<file path="src/rtl/monitor_fx_pkg.sv">
// monitor_fx_pkg: mode codes, luma weights, mode count and channel widening shared by monitor_fx.
// The mode count depends on MONITOR_FX_AMBER_EN.
package monitor_fx_pkg;
  localparam logic [1:0] MODE_COLOUR = 2'd0;
  localparam logic [1:0] MODE_GREEN  = 2'd1;
  localparam logic [1:0] MODE_GREY   = 2'd2;
  localparam logic [1:0] MODE_AMBER  = 2'd3;
  localparam int LUMA_WR = 2;
  localparam int LUMA_WG = 5;
  localparam int LUMA_WB = 1;
  localparam int LUMA_SHIFT = 3;
`ifdef MONITOR_FX_AMBER_EN
  localparam int NMODES = 4;
`else
  localparam int NMODES = 3;
`endif
  // MSB-first replication of an in_w-bit value, result right-aligned in out_w bits
  function automatic logic [63:0] widen(input logic [63:0] v, input int in_w, input int out_w);
    logic [63:0] w;
    for (int i = 0; i < 64; i++) w[63-i] = v[in_w-1-(i%in_w)];
    return w >> (64 - out_w);
  endfunction
endpackage

</file>
<file path="src/rtl/monitor_fx_mode_ctrl.sv">
// monitor_fx_mode_ctrl: cycle-strobe offset counter and frame-start mode commit.
// Amber participates in the cycle only with MONITOR_FX_AMBER_EN.
module monitor_fx_mode_ctrl
  import monitor_fx_pkg::*;
(
  input  logic       clk,
  input  logic       reset_n,
  input  logic       ce_pix,
  input  logic       vsync_n_in,
  input  logic       mode_cycle,
  input  logic [1:0] mode_sel,
  output logic [1:0] mode_active,
  output logic [1:0] mode_next
);
  logic [1:0] offset_q, offset_d, mode_q, mode_d, requested;
  logic       cyc_q, vs_prev_q, commit;
`ifdef MONITOR_FX_AMBER_EN
  assign requested = mode_sel + offset_q;
`else
  logic [1:0] base;
  logic [2:0] sum;
  assign base      = (mode_sel == MODE_AMBER) ? MODE_COLOUR : mode_sel;
  assign sum       = {1'b0, base} + {1'b0, offset_q};
  assign requested = (sum >= 3'd3) ? 2'(sum - 3'd3) : sum[1:0];
`endif
  // requested uses the pre-increment offset, so a same-clk cycle edge lands next frame
  assign commit    = ce_pix & ~vsync_n_in & vs_prev_q;
  assign mode_d    = commit ? requested : mode_q;
  assign offset_d  = (mode_cycle & ~cyc_q) ? ((offset_q == 2'(NMODES - 1)) ? 2'd0 : offset_q + 2'd1) : offset_q;
  always_ff @(posedge clk or negedge reset_n)
    if (!reset_n) begin
      offset_q  <= 2'd0;
      cyc_q     <= 1'b0;
      vs_prev_q <= 1'b1;
      mode_q    <= MODE_COLOUR;
    end else begin
      offset_q <= offset_d;
      cyc_q    <= mode_cycle;
      mode_q   <= mode_d;
      if (ce_pix) vs_prev_q <= vsync_n_in;
    end
  assign mode_active = mode_q;
  assign mode_next   = mode_d;
endmodule

</file>
<file path="src/rtl/monitor_fx.sv">
// monitor_fx: two-stage monitor emulation (colour/green/grey/amber) with delay-matched syncs.
// Amber mode is built only when MONITOR_FX_AMBER_EN is defined.
module monitor_fx
  import monitor_fx_pkg::*;
#(
  parameter int IN_W  = 3,
  parameter int OUT_W = 6
) (
  input  logic             clk,
  input  logic             reset_n,
  input  logic             ce_pix,
  input  logic [IN_W-1:0]  r_in,
  input  logic [IN_W-1:0]  g_in,
  input  logic [IN_W-1:0]  b_in,
  input  logic             hsync_n_in,
  input  logic             vsync_n_in,
  input  logic             blank_in,
  input  logic [1:0]       mode_sel,
  input  logic             mode_cycle,
  output logic [OUT_W-1:0] r_out,
  output logic [OUT_W-1:0] g_out,
  output logic [OUT_W-1:0] b_out,
  output logic             hsync_n_out,
  output logic             vsync_n_out,
  output logic             blank_out,
  output logic [1:0]       mode_active
);
  localparam int LW = IN_W + 3;
  logic [IN_W-1:0]  r_s1_q, g_s1_q, b_s1_q, l_s1_q, l_d, m_r, m_g, m_b;
  logic [OUT_W-1:0] r_s2_q, g_s2_q, b_s2_q, r_d, g_d, b_d;
  logic [1:0]       m_s1_q, mode_next;
  logic             hs_s1_q, vs_s1_q, bl_s1_q, hs_s2_q, vs_s2_q, bl_s2_q;
  logic             amber, green, grey;
  monitor_fx_mode_ctrl u_ctrl (
    .clk         (clk),
    .reset_n     (reset_n),
    .ce_pix      (ce_pix),
    .vsync_n_in  (vsync_n_in),
    .mode_cycle  (mode_cycle),
    .mode_sel    (mode_sel),
    .mode_active (mode_active),
    .mode_next   (mode_next)
  );
  assign l_d = IN_W'(LW'(LUMA_WR * r_in + LUMA_WG * g_in + LUMA_WB * b_in) >> LUMA_SHIFT);
`ifdef MONITOR_FX_AMBER_EN
  assign amber = m_s1_q == MODE_AMBER;
`else
  assign amber = 1'b0;
`endif
  assign green = m_s1_q == MODE_GREEN;
  assign grey  = m_s1_q == MODE_GREY;
  always_comb begin
    m_r = (grey | amber) ? l_s1_q : green ? l_s1_q >> 2 : r_s1_q;
    m_g = amber ? (l_s1_q >> 1) + (l_s1_q >> 3) : (grey | green) ? l_s1_q : g_s1_q;
    m_b = amber ? '0 : grey ? l_s1_q : green ? l_s1_q >> 3 : b_s1_q;
    r_d = bl_s1_q ? '0 : OUT_W'(widen(64'(m_r), IN_W, OUT_W));
    g_d = bl_s1_q ? '0 : OUT_W'(widen(64'(m_g), IN_W, OUT_W));
    b_d = bl_s1_q ? '0 : OUT_W'(widen(64'(m_b), IN_W, OUT_W));
  end
  // stage 1 captures the mode that will be live after this cycle, so the commit pixel uses the new mode
  always_ff @(posedge clk or negedge reset_n)
    if (!reset_n) begin
      {r_s1_q, g_s1_q, b_s1_q, l_s1_q} <= '0;
      {hs_s1_q, vs_s1_q, bl_s1_q}      <= 3'b111;
      m_s1_q                           <= MODE_COLOUR;
      {r_s2_q, g_s2_q, b_s2_q}         <= '0;
      {hs_s2_q, vs_s2_q, bl_s2_q}      <= 3'b111;
    end else if (ce_pix) begin
      {r_s1_q, g_s1_q, b_s1_q, l_s1_q} <= {r_in, g_in, b_in, l_d};
      {hs_s1_q, vs_s1_q, bl_s1_q}      <= {hsync_n_in, vsync_n_in, blank_in};
      m_s1_q                           <= mode_next;
      {r_s2_q, g_s2_q, b_s2_q}         <= {r_d, g_d, b_d};
      {hs_s2_q, vs_s2_q, bl_s2_q}      <= {hs_s1_q, vs_s1_q, bl_s1_q};
    end
  assign {r_out, g_out, b_out}              = {r_s2_q, g_s2_q, b_s2_q};
  assign {hsync_n_out, vsync_n_out, blank_out} = {hs_s2_q, vs_s2_q, bl_s2_q};
endmodule

</file>
<file path="config.mk">
export PLATFORM = sky130hd
export DESIGN_NAME = monitor_fx
export DESIGN_NICKNAME = d
export VERILOG_FILES = /design/src/rtl/monitor_fx_pkg.sv /design/src/rtl/monitor_fx_mode_ctrl.sv /design/src/rtl/monitor_fx.sv
export SDC_FILE = /design/constraint.sdc
export NUM_CORES = 1
export LEC_CHECK = 0
export BUFFER_PORTS_ARGS = -buffer_cell sky130_fd_sc_hd__buf_2
export CAP_MARGIN = 10
export CORE_ASPECT_RATIO = 1.75
export CORE_MARGIN = 10
export CORE_UTILIZATION = 57
export CTS_CLUSTER_SIZE = 14
export DETAILED_ROUTE_END_ITERATION = 7
export MAX_ROUTING_LAYER = met4
export PLACE_DENSITY = 0.84
export SKIP_CTS_REPAIR_TIMING = 1
export SYNTH_ARGS = -nofsm -noshare
export SYNTH_HDL_FRONTEND = slang
export SYNTH_SLANG_ARGS = --single-unit
</file>
<file path="constraint.sdc">
create_clock -name clk -period 6.1 [get_ports clk]
set_input_delay 0.305 -clock clk [delete_from_list [all_inputs] [get_ports clk]]
set_output_delay 0.305 -clock clk [all_outputs]
set_load 0.005 [all_outputs]
</file>
==> out/results.ini <==
[timing]
min_period_over_period = 0.3856
hold_violations = 0
fin_crit_ns = 2.352
slew_headroom = 0.5151
whs_ns = 0.07494
rsz0062_at_grt = no
worst_slew_pin_slew_ns = 0.7273
finalSetupViolCount = 0
fmax_ghz = 0.4252
final.setup.tns_ns = 0
maxSlewViolCount = 0
finClkSkew_ns = 0.001543

[grt]
grt_max_degree = 35
overflow = 0
antenna_found_initial = 0
grt_pass1_wl_mm = 6.182
grt_pass1_vias = 1371
grt_use_total = 0.1348

[critical_path]
path_common_cell = ha_1
cpPeakStageDelay_ns = 0.43
cp.arrival_ns = 2.52
crit_type = input pin to register
cp_max_fo = 3
r2r-end = m_s1_q[0]
timing.rr.start = u_ctrl.offset_q[0]
rrSetupSlack_ns = 3.85
reg2reg_depth = 9
crit_chain = buf_2 > ha_1 > ha_1 > fa_1 > ha_1 > and3_1 > a221oi_2 > xnor2_1 > mux2_4
cp.required_ns = 6.27
crit_path_start_kind = input pin
end_kind = register
critPathSlowestCell = fa_1

[clock_network]
cts.sinks = 34
cts.reportedPaths.clkPinSlew_ns = 0.06
cts_tree = yes
clock_path_buffers = 2
numCtsBuffers = 5
clock_latency_ns = 0.28
ctsRootBufferMaster = clkbuf_8
htree_num_levels = 2

[cells_and_area]
synthToLayoutAreaGrowth_pct = 14.94
antenna_cells = 0
drive_gt1_frac = 0.4000
fin_cells = 228
final_nets = 218
fillerInstances = 233

[route]
dr.pass1.iters = 4
via_count = 1220
drc = 0
drt_iter0_drc = 22
viasPerCell = 5.351
wire_per_inst_um = 15.91
drt-total-wl_mm = 3.628
antenna_left = 0

[power]
power_frac_seq = 0.414
p_leak_nw = 1.047
switching_share = 0.3101
p_clk_frac = 0.256
p_switching_mw = 0.2412
vdd_drop_max_mv = 0.2181
p_comb_frac = 0.330
p_per_area_nw_per_um2 = 372.5
internal-power_mw = 0.5366

[logic_synthesis]
synth_cell_type_count = 30
syn_area_per_cell_sq_um = 12.11
synth-seq-cells = 34
yosysSeqAreaShare = 0.4725
syn-cell-area_sq_um = 1817
ys_top_cells_by_area = dfrtp_1, mux2_2, dfstp_2, ha_1, fa_1
synthFlopType = dfrtp_1
async_reset_ff_frac = 1.000
synth_fp_nets = 184
synth_edf_count = 0
yosysWarnings = 0
syn_inst = 150
yosysTopAreaCellShare = 0.3857
yosys.area.top_type = dfrtp_1

[placement]
dp.cells = 220
hpwl_mm = 3.004
numPortBuffers = 40
gp_congestion = 0.8666

[floorplanning]
die_h_um = 94.69
core_sq_um = 3108
die_w_um = 62.68
die_area_sq_um = 5934
io-pin-count = 41
rows = 27
initial_core_util = 0.5845

[min_path]
hp-class = input pin to asynchronous set/reset pin

[status]
status = completed

[run]
cap_violations = 0

## area by class of cell
class | count | area (sq um) | share of cell area
Sequential cell | 34 | 858.3 | 0.4110
Multi-Input combinational cell | 88 | 813.3 | 0.3895
Timing Repair Buffer | 40 | 200.2 | 0.09587
Clock buffer | 7 | 76.32 | 0.03655
Inverter | 15 | 56.30 | 0.02696
Tap cell | 43 | 53.80 | 0.02576
Clock inverter | 1 | 30.03 | 0.01438
## layout by cell type (no fill, tap or decap), drive strengths merged
cell type,instances
a21boi,1
a21o,1
a31oi,1
a221oi,1
nand3b,2
dfstp,6
mux2,20
a21oi,6
and3,1
nand2b,4
dfrtp,28
a22o,1
bufinv,1
clkinv,1
clkbuf,7
o2bb2ai,8
ha,12
nor2,5
buf,40
nor2b,2
inv,14
mux2i,5
and2,1
xnor2,2
o21ai,3
or3b,1
nand2,7
fa,4
## stage by stage
step	area (sq um)	utilization	power [mW]	setup slack [ns]
finish	2088	0.6719	0.7779	3.748
global route	2088	0.6719	0.8303	3.675
CTS	2088	0.6719	0.7886	3.752
detailed placement	1982	0.6377	0.5887	3.450
global placement	1982	0.6377	0.5697	3.548
floorplan	1817	-	0.5071	3.702
## cell families (layout without fill, tap and decap cells)
group / Yosys count / in the layout / share of synthesized area
adders and majority gates: 16 / 16 / 0.1267
and+or+nand+nor: 23 / 23 / 0.06750
xor gates and xnor gates: 2 / 2 / 0.009644
AOI/OAI and AO/OA: 22 / 22 / 0.08816
muxes: 25 / 25 / 0.1556
buffers and inverters: 28 / 63 / 0.07988
DFF: 34 / 34 / 0.4725
## layer usage
layer | track usage | vias to the layer above | part of all wire
li1 | - | 568 | -
met1 | 0.1211 | 605 | 0.34
met2 | 0.2431 | 34 | 0.57
met3 | 0.03555 | 13 | 0.044
met4 | 0.09176 | 0 | 0.043
met5 | - | - | 0
## cells in the mapped netlist (2+ instances only)
library cell  instances
mux2i_1               5
a21oi_1               6
o2bb2ai_1             8
nand2b_1              4
dfrtp_1              28
inv_1                14
ha_1                 12
nor2b_1               2
mux2_2               18
buf_4                10
xnor2_1               2
fa_1                  4
dfstp_2               6
nor2_1                5
mux2_4                2
nand2_1               7
o21ai_0               3
buf_2                 2
## sequential cells by signal (all words and copies together) (netlist names), 3 cells and up
name / flops
g_out: 3
b_s1_q: 3
g_s1_q: 3
r_s1_q: 3
r_out: 3
l_s1_q: 3
b_out: 3
## worst max-delay path: cells and delay by family
kind | cells | cell delay (ns)
XOR/XNOR | 1 | 0.09
AO/OA/AOI/OAI | 1 | 0.26
buffers and inverters | 1 | 0.11
AND/OR/NAND/NOR | 1 | 0.18
multiplexers | 1 | 0.25
adder cells (fa/ha/maj) | 4 | 1.31
## power groups by stage
stage / registers, mW / clock network [mW] / logic [mW]
2_1_floorplan: 0.321 / 0 / 0.186
3_3_place_gp: 0.323 / 0 / 0.247
3_5_place_dp: 0.326 / 0 / 0.263
4_1_cts: 0.322 / 0.202 / 0.264
5_1_grt: 0.330 / 0.212 / 0.288
6_report: 0.322 / 0.199 / 0.257
## worst max path at each step
| stage | from | end | slack [ns] |
|---|---|---|---|
| after floorplan | g_in[0] | l_s1_q[2] | 3.70 |
| after global placement | g_in[0] | l_s1_q[2] | 3.55 |
| after detailed placement | g_in[0] | l_s1_q[2] | 3.45 |
| after CTS | g_in[0] | l_s1_q[2] | 3.75 |
| after global routing | g_in[0] | l_s1_q[2] | 3.67 |
| final | g_in[0] | l_s1_q[2] | 3.75 |
(Power assumes the default switching activity.)
